--- config.mk ---
export PLATFORM = sky130hd
export DESIGN_NAME = chargen_src_flat
export DESIGN_NICKNAME = d
export VERILOG_FILES = /design/src/rtl/chargen_src_if.sv /design/src/rtl/chargen_src.sv /design/src/flat_wrapper.sv
export SDC_FILE = /design/constraint.sdc
export NUM_CORES = 1
export LEC_CHECK = 0
export CORE_MARGIN = 8
export CORE_UTILIZATION = 40
export DETAILED_ROUTE_END_ITERATION = 10
export MAX_ROUTING_LAYER = met4
export SYNTH_ARGS = -nofsm -noshare
export SYNTH_HDL_FRONTEND = slang
export SYNTH_SLANG_ARGS = --single-unit
--- constraint.sdc ---
create_clock -name clk -period 2.4 [get_ports clk]
set_input_delay 0.36 -clock clk [delete_from_list [all_inputs] [get_ports clk]]
set_output_delay 0.36 -clock clk [all_outputs]
set_load 0.005 [all_outputs]
--- src/rtl/chargen_src_if.sv ---
// rtl/chargen_src_if.sv - byte stream handshake between chargen source and FIFO write side
interface chargen_src_if;
    logic [7:0] data;
    logic       valid;
    logic       ready;

    modport master (output data, output valid, input ready);
    modport slave  (input data, input valid, output ready);
endinterface

--- src/rtl/chargen_src.sv ---
// rtl/chargen_src.sv - chargen rotating ASCII line generator with optional output pacing
module chargen_src #(
    parameter int          LINE_LEN   = 72,
    parameter logic [7:0]  FIRST_CHAR = 8'h20,
    parameter logic [7:0]  LAST_CHAR  = 8'h7E,
    parameter int          CDIV       = 0
) (
    input  logic           clk,
    input  logic           n_rst,
    input  logic           en,
    chargen_src_if.master  m,
    output logic [15:0]    line_cnt,
    output logic           busy
);

    localparam logic [1:0]  IDLE     = 2'd0;
    localparam logic [1:0]  CHAR     = 2'd1;
    localparam logic [1:0]  CR       = 2'd2;
    localparam logic [1:0]  LF       = 2'd3;
    localparam logic [15:0] PACE_MAX = (CDIV > 1) ? 16'(CDIV - 1) : 16'd0;
    localparam logic [7:0]  LAST_IDX = 8'(LINE_LEN - 1);

    logic [1:0]  state, resume, pos, nxt_pos;
    logic [7:0]  cur_char, line_start, char_idx, data_c;
    logic [15:0] pace_cnt, pace_nxt;
    logic        valid_r, xfer, pace_ok;

    function automatic logic [7:0] advance(input logic [7:0] c);
        return (c == LAST_CHAR) ? FIRST_CHAR : c + 8'd1;
    endfunction

    // While idle, the byte position is remembered in resume so data still shows the next byte.
    assign pos     = (state == IDLE) ? resume : state;
    assign xfer    = valid_r && m.ready;
    assign busy    = (state != IDLE);
    assign m.valid = valid_r;
    assign m.data  = data_c;

    always_comb begin
        data_c  = cur_char;
        nxt_pos = pos;
        case (pos)
            CHAR:    nxt_pos = (char_idx == LAST_IDX) ? CR : CHAR;
            CR:      begin data_c = 8'h0D; nxt_pos = LF;   end
            LF:      begin data_c = 8'h0A; nxt_pos = CHAR; end
            default: nxt_pos = CHAR;
        endcase
    end

    // pace_nxt reaching PACE_MAX raises valid in the same edge, so handshakes land exactly CDIV apart.
    always_comb begin
        if (xfer)
            pace_nxt = 16'd0;
        else if (pace_cnt == PACE_MAX)
            pace_nxt = pace_cnt;
        else
            pace_nxt = pace_cnt + 16'd1;
        pace_ok = (CDIV <= 1) || (pace_nxt == PACE_MAX);
    end

    always_ff @(posedge clk or negedge n_rst) begin
        if (!n_rst) begin
            state      <= IDLE;
            resume     <= CHAR;
            cur_char   <= FIRST_CHAR;
            line_start <= FIRST_CHAR;
            char_idx   <= 8'd0;
            pace_cnt   <= 16'd0;
            line_cnt   <= 16'd0;
            valid_r    <= 1'b0;
        end else begin
            pace_cnt <= pace_nxt;
            if (state == IDLE) begin
                valid_r <= 1'b0;
                if (en)
                    state <= resume;
            end else if (xfer) begin
                case (state)
                    CHAR: begin
                        cur_char <= advance(cur_char);
                        if (char_idx != LAST_IDX)
                            char_idx <= char_idx + 8'd1;
                    end
                    LF: begin
                        line_cnt   <= line_cnt + 16'd1;
                        line_start <= advance(line_start);
                        cur_char   <= advance(line_start);
                        char_idx   <= 8'd0;
                    end
                    default: ;
                endcase
                resume <= nxt_pos;
                if (en) begin
                    state   <= nxt_pos;
                    valid_r <= pace_ok;
                end else begin
                    state   <= IDLE;
                    valid_r <= 1'b0;
                end
            end else if (!valid_r) begin
                valid_r <= pace_ok;
            end
        end
    end

endmodule

--- src/flat_wrapper.sv ---
// flat-port wrapper written by rule: the top's interface ports become plain ports
module chargen_src_flat 
#(
    parameter int          LINE_LEN   = 72,
    parameter logic [7:0]  FIRST_CHAR = 8'h20,
    parameter logic [7:0]  LAST_CHAR  = 8'h7E,
    parameter int          CDIV       = 0
)
  (clk, n_rst, en, line_cnt, busy, m_data, m_valid, m_ready);
  chargen_src_if m_i ();
  input  logic clk;
  input  logic n_rst;
  input  logic en;
  output logic [15:0] line_cnt;
  output logic busy;
  output wire logic [$bits(m_i.data)-1:0] m_data;
  output wire logic [$bits(m_i.valid)-1:0] m_valid;
  input wire logic [$bits(m_i.ready)-1:0] m_ready;
  assign m_data = m_i.data;
  assign m_valid = m_i.valid;
  assign m_i.ready = m_ready;
  chargen_src #(.LINE_LEN(LINE_LEN), .FIRST_CHAR(FIRST_CHAR), .LAST_CHAR(LAST_CHAR), .CDIV(CDIV)) u_core (.clk(clk), .n_rst(n_rst), .en(en), .m(m_i), .line_cnt(line_cnt), .busy(busy));
endmodule
Yosys cells after proc, flatten, opt, wreduce, memory -nomap -nowiden. Index checks and enable logic that the tools add are counted.

Add/sub/neg operators: 4. Eq/ne operators: 11. Multiplexer cells: 16. Bitwise operators: 1. Reductions and logical operators: 10.

Operators by type and width (count): $pmux W8 S2 (3); $add A8 B1 Y8 const B (3); $eq A8 B7 Y1 const B (3); $mux W8 (3); $add A16 B1 Y16 const B (1); $mux W2 (6); $ne A8 B7 Y1 const B (1); $eq A2 B2 Y1 const B (3); $reduce_and A3 Y1 (2); $reduce_bool A2 Y1 (3); $eq A2 B1 Y1 const B (2); $pmux W2 S2 (1); $reduce_and A2 Y1 (2); $reduce_and A4 Y1 (1); $mux W1 (3); $logic_not A2 Y1 (1); $ne A2 B1 Y1 const B (1); $ne A2 B2 Y1 const B (1); $logic_and A1 B1 Y1 (1); $not A1 Y1 (1).

Flip-flop bits (word level): 45. Word-level logic and storage cells: 49.

Logic depth before layout (Yosys ltp). Gate-level depths: netlist of run 1.

Word-level depth: 7. Depth in mapped cells: 8. Mapped depth without buffers: 7.

Worst setup path before layout of run 1. OpenSTA, ideal clock, no wires.

Path kind: register -> register. Start point: reg u_core.line_start[0]. End point: reg u_core.cur_char[6]. Library setup time: 139 ps. Data arrival time: 1718 ps. Data required time: 2261 ps. Setup slack: 543 ps. Cell stages (with the launch flop): 9. Path buffers: 2. Clock period less this slack: 1857 ps. Cell sequence: dfrtp_1 -> clkbuf_1 -> inv_1 -> ha_1 -> and3b_1 -> buf_2 -> o21ai_0 -> and3_1 -> or4_1.

Longest elaborated chain between the ends: 3.

Ends and longest elaborated chain: start, declared (RTL line chargen_src.sv:24) `logic [7:0] cur_char, line_start, char_idx, data_c;`; start signal, assigned (RTL line chargen_src.sv:86) `line_start <= advance(line_start);`; $add A8 B1 Y8 / $eq A8 B7 Y1 (equally long branches) (RTL line chargen_src.sv:29) `return (c == LAST_CHAR) ? FIRST_CHAR : c + 8'd1;`; $mux W8 (*) (RTL line chargen_src.sv:29); $pmux W8 S2 (*) (RTL line chargen_src.sv:78) `case (state)`; end signal, assigned (RTL line chargen_src.sv:80) `cur_char <= advance(cur_char);`; end signal, assigned (RTL line chargen_src.sv:87) `cur_char <= advance(line_start);`; end, declared (RTL line chargen_src.sv:24).

Every way passes the cells marked *; elsewhere a longest branch is shown, timed or not. A chain may end at the register's enable or synchronous reset.

Worst setup path in the final report of run 1.
Start point: reg u_core.state[0]. End point: out m_data[0].

Longest elaborated chain between the ends: 4.

Ends and longest elaborated chain: start, declared (RTL line chargen_src.sv:23) `logic [1:0] state, resume, pos, nxt_pos;`; start signal, assigned (RTL line chargen_src.sv:76) `state <= resume;`; start signal, assigned (RTL line chargen_src.sv:94) `state <= nxt_pos;`; $logic_not A2 Y1 (RTL line chargen_src.sv:33) `assign pos = (state == IDLE) ? resume : state;`; $mux W2 (*) (RTL line chargen_src.sv:33); $eq A2 B2 Y1 (RTL line chargen_src.sv:42) `case (pos)`; $pmux W8 S2 (*) (RTL line chargen_src.sv:42); end, declared (RTL line flat_wrapper.sv:16) `output wire logic [$bits(m_i.data)-1:0] m_data;`.

Marks and branches as above.

==> summary.txt, run 1 <==
global-route wire length before repair - 9400 microns
Setup WS pre-CTS - 229 ps
DR vias/cell - 5.34
pin count of the biggest net entering global routing - 19
vias in the first global route - 1964
total clock sinks - 45
Iter 0 DRT Violations - 98
slowest stage delay, CP - 530 ps
placer's final routability congestion estimate - 0.869
CTS Buf Count - 5
slowest CP cell - clkdlybuf4s50_1
Critical Path Source - u_core.state[0]
crit share post-route - 0.929
Hold Path Stages - 1
status - completed
dpl cells - 366
antenna-violating nets left - 0
antenna violations before repair - 0
sequential share of the synthesized area - 0.448
post-route cell area - 3080 sq um
Peak supply drop - 287 uV
Setup-failing EPs final - 0
CP endpoint kind - output pin
Critical Path Stages - 5
Core ar. - 6200 sq um
# IOs - 30
RSZ-0062 raised after global routing - no
power per standard cell area - 473 nW/um^2
worst setup margin - 171 ps
largest delay contributor family on the critical path - buffers and inverters
DRC - 0
largest cells by area after synthesis - dfrtp_1, xnor2_1, nand2_1, ha_1, dfstp_2
most common library cells after synthesis - dfrtp_1, nand2_1, xnor2_1
Yosys top cell area share - 0.417
share of cells above drive strength 1 - 0.101
Pre-Repair DR Iteration Count - 4
Post-Route WL - 5490 microns
area delta synth->final - 22.0%
Die Wd - 95.4 microns
startpoint types - flip-flop
Non-Filler Instances - 375
Nets - 309
hpwl dp - 4230 microns
clk_lat worst skew - 300 ps
MaxCap Viol Count - 0
Max clock buf depth - 2
Initial Util - 0.406
average wire per standard cell - 14.7 microns
die area - 9100 sq um
# diodes - 0
number of flops mapped to enable cells by yosys - 0
mapped cell area - 2520 sq um
worst rel slew slack - 0.629
worst r2r src - u_core.state[0]
I/O Buffers - 29
Hold Path Class - flip-flop to flip-flop
setup TNS - 0 ps
final global-route overflow total - 0
Via Count - 2002
Core Rows - 29
Period minus WS final - 2230 ps
Yosys reg bits - 45
Worst-Margin Slew - 555 ps
async set-reset flop share out of synthesis - 1.00
CP max FO - 7
most common cell in the netlist - dfrtp_1
clock skew - 10.9 ps
worst path bufs/invs - 2
top_reg_cell synth - dfrtp_1
Hold Crit Start - u_core.line_cnt[15]
Mapped Cells - 259
clock root cell - clkbuf_8
Critical Path, Cell by Cell - buf_4 > a21oi_1 > nand2_1 > o21ai_0 > clkdlybuf4s50_1
# H-tree levels - 2
Placed Area - 2930 sq um
WS Path Type - flip-flop to output pin
leading area contributor after synthesis - dfrtp_1
Hold Vio Cnt, Final - 0
hold slack - 470 ps
CTS tree - yes
DIE HEIGHT - 95.4 microns
Clk pin slew, worst setup/hold paths - 90 ps
syn_nets - 271
Total Routing Usage GR - 0.135
required time of the critical path - 2040 ps
Max Transition Viols Final - 0
Yosys warnings - 0
worst reg-to-reg path cell count - 7
Synth cell types - 51
fmax - 449 MHz
crit path DAT - 1870 ps
Avg Inst Size Synth - 9.73 sq um
Leakage - 0.00138 uW
[through the flow]
stage	utilization	total power (uW)
2_1_floorplan	-	773
3_3_place_gp	0.472	798
3_5_place_dp	0.472	798
4_1_cts	0.496	1480
5_1_grt	0.496	1520
6_report	0.496	1460
[routing by layer]
metal  track usage  up-vias  part of all wire
met1         0.175      946              0.50
met4        0.0423        0             0.012
met3        0.0299        6             0.055
met2         0.205       46              0.43
met5             -        -                 0
li1              -     1004                 -
[final cells by class]
cell class	count	area [sq um]
Multi-Input combinational cell	197	1320
Fill cell	595	3130
Clock buffer	5	68.8
Clock inverter	3	65.1
Timing Repair Buffer	38	355
Tap cell	77	96.3
Sequential cell	45	1130
Inverter	10	37.5
[state kept, by name (all words and copies together), names as in the netlist]
| name | flops |
|---|---|
| u_core.line_start | 8 |
| u_core.m.valid | 1 |
| u_core.char_idx | 8 |
| u_core.resume | 2 |
| u_core.state | 2 |
| u_core.line_cnt | 16 |
| u_core.cur_char | 8 |
[where the power goes]
part / switching, uW / internal [uW] / total, uW
Sequential: 0 / 758 / 758
Combinational: 18.4 / 6.92 / 25.3
Clock: 259 / 414 / 672
Total: 277 / 1180 / 1460
[what timing repair did]
action,4_1_cts,5_1_grt
hold buffers,1,0
hold endpoints to repair,14,0
gates resized for setup,0,0
setup buffers,0,0
[path summary, 6_finish.rpt]
check                                      end  slack [ps]
max                                  m_data[0]         170
min                        u_core.line_cnt[15]         470
max reg2reg                    u_core.state[0]         470
min reg2reg                u_core.line_cnt[15]         470
max in group asynchronous     u_core.resume[0]        1270
min in group asynchronous   u_core.cur_char[3]         520
[placed cells by master, fill, tap and decap left out, drive strengths merged, types with 8 or more instances in the layout]
cell type / instances
nand3: 16
nor2: 15
o21ai: 15
nand2: 32
clkdlybuf4s50: 28
dfrtp: 42
xnor2: 17
inv: 10
ha: 8
buf: 9
[worst register-to-register path: stages (launching register included)]
cell,delay (ps)
dfrtp_1,390
buf_4,170
a21oi_1,250
inv_1,80
ha_1,310
or2_2,300
o31ai_1,200
o211ai_1,120
[cell families after synthesis]
| kind of cell | Yosys count | share of synthesized area |
|---|---|---|
| AND/OR/NAND/NOR | 116 | 0.264 |
| AO/OA/AOI/OAI | 48 | 0.132 |
| flip-flops | 45 | 0.448 |
| XOR/XNOR | 22 | 0.0764 |
| buffers and inverters | 17 | 0.0273 |
| adder cells (fa/ha/maj) | 8 | 0.0397 |
| multiplexers | 3 | 0.0124 |
(Power assumes the default switching activity.)
==> inputs of run 2 (changes only) <==
- CTS_CLUSTER_DIAMETER: default -> 80
- TNS_END_PERCENT: default -> 30
==> results of run 2 <==
The final DEF is identical to that of run 1; final timing and power are the same.
==> inputs of run 3 (changes only) <==
- CORE_ASPECT_RATIO: default -> 0.6
- CORE_UTILIZATION: 40 -> 41
==> run 3 against run 2 <==
  * Sequential power is essentially flat
  * Worst hold slack lost 340 ps
  * Wire length rose by 7.1%
  * Largest cell class unchanged
  * Cell count is 1.3% higher
  * Critical path depth increased by 1
  * Combinational power down 7%
  * Clock power decreased by 10%
  * Maximum frequency is 1.1% higher
  * First-iteration DRC count is 92% higher
  * Count of clock-buffer cells in the layout rose by 2
==> summary.txt, run 3 (synthesized netlist as in run 1, its figures left out) <==
status - completed
DIE HEIGHT - 76.7 microns
Period minus WS final - 2200 ps
WS Path Type - flip-flop to output pin
CTS Buf Count - 5
MaxCap Viol Count - 0
Core Rows - 22
RSZ-0062 raised after global routing - no
antenna-violating nets left - 0
worst rel slew slack - 0.596
crit share post-route - 0.918
share of cells above drive strength 1 - 0.101
largest reg by FF count - u_core.line_cnt
Critical Path, Cell by Cell - inv_1 > a21o_1 > inv_2 > nand2_1 > nand2_1 > clkdlybuf4s50_1
Leakage - 0.00136 uW
startpoint types - flip-flop
CTS tree - yes
dpl cells - 372
Pint - 1100 uW
die area - 9000 sq um
Clk pin slew, worst setup/hold paths - 90 ps
DR vias/cell - 5.38
switch share - 0.204
slowest stage delay, CP - 500 ps
Post-Route WL - 5880 microns
hpwl dp - 4310 microns
vias in the first global route - 1993
# H-tree levels - 2
Initial Util - 0.418
average wire per standard cell - 15.5 microns
Worst-Margin Slew - 607 ps
total clock sinks - 45
power per standard cell area - 454 nW/um^2
DRC - 0
Via Count - 2044
most frequent cells in the layout - dfrtp_1, nand2_1, clkdlybuf4s50_1
clock root cell - clkbuf_8
Pre-Repair DR Iteration Count - 4
Multi-input gate area - 1320 sq um
hold slack - 130 ps
switching power - 283 uW
Hold Vio Cnt, Final - 0
fmax - 454 MHz
most common cell after layout, fill and taps aside - dfrtp_1
Core ar. - 6030 sq um
Hold Path Class - input pin to asynchronous set/reset pin
Die Wd - 117 microns
post-CTS setup buffer count - 0
cell mode on critical path - nand2_1
I/O Buffers - 29
antenna violations before repair - 0
final global-route overflow total - 0
CP endpoint kind - output pin
placer's final routability congestion estimate - 0.834
Nets - 307
Clock Power Share - 0.436
Max clock buf depth - 2
CP max FO - 8
global-route wire length before repair - 10100 microns
Sequential Area - 1130 sq um
# fillers - 555
clock skew - 13.1 ps
Setup-failing EPs final - 0
Seq pwr share - 0.547
pin count of the biggest net entering global routing - 46
Peak supply drop - 206 uV
setup TNS - 0 ps
slowest CP cell - clkdlybuf4s50_1
area delta synth->final - 21.0%
Iter 0 DRT Violations - 188
Max Transition Viols Final - 0
total power - 1380 uW
max reg flops - 16
Total Routing Usage GR - 0.145
Hold-fix buffers, CTS - 0
required time of the critical path - 2040 ps
clk_lat worst skew - 300 ps
crit path DAT - 1840 ps
# diodes - 0
combinational share of power - 0.017
# IOs - 30
Non-Filler Instances - 380
## run 3: worst max-delay path: cells and delay by family (launching register included)
family	cells	cell delay, ps
buffers and inverters	3	700
flip-flops	1	480
AO/OA/AOI/OAI	1	210
AND/OR/NAND/NOR	2	130
## run 3: what timing repair did
action,in CTS,in global routing
resized for setup,0,2
setup endpoints to repair,0,6
endpoints found under the hold margin,0,0
## run 3: power groups by stage
| stage | clock [uW] | sequential [uW] | combinational (uW) |
|---|---|---|---|
| 2_1_floorplan | 0 | 773 | 0.441 |
| 3_3_place_gp | 0 | 773 | 24.9 |
| 3_5_place_dp | 0 | 773 | 24.8 |
| 4_1_cts | 623 | 758 | 25.0 |
| 5_1_grt | 651 | 758 | 27.7 |
| 6_report | 604 | 758 | 23.6 |
## run 3: metrics by stage
stage               cell area, sq um  worst slack, ps  utilization
CTS                             3050             17.3        0.506
detailed placement              2930              219        0.487
global placement                2930              238        0.487
floorplan                       2520              543            -
finish                          3050              196        0.506
global route                    3050             58.5        0.506
## run 3: final timing paths
path | startpoint | to | slack (ps) | cells after the start
max in group asynchronous | n_rst | u_core.line_cnt[11] | 1840 | 2
worst min register to register | u_core.line_cnt[15] | u_core.line_cnt[15] | 480 | 1
worst max register to register | u_core.cur_char[0] | u_core.cur_char[6] | 440 | 6
worst min-delay path | n_rst | u_core.state[0] | 130 | 2
worst max-delay path | u_core.state[0] | m_data[2] | 200 | 6
min in group clk | u_core.line_cnt[15] | u_core.line_cnt[15] | 480 | 1
## run 3: layout make-up
| type | count | share of cell area |
|---|---|---|
| Clock buffer | 7 | 0.0283 |
| Clock inverter | 1 | 0.00984 |
| Multi-Input combinational cell | 197 | 0.434 |
| Timing Repair Buffer | 36 | 0.111 |
| Sequential cell | 45 | 0.371 |
| Tap cell | 84 | 0.0345 |
| Inverter | 10 | 0.0123 |
## run 3: metal layers
metal | vias up | part of all wire | global-route usage
li1 | 1004 | - | -
met1 | 984 | 0.55 | 0.214
met2 | 50 | 0.37 | 0.180
met3 | 6 | 0.067 | 0.0391
met4 | 0 | 0.013 | 0.0534
met5 | - | 0 | -
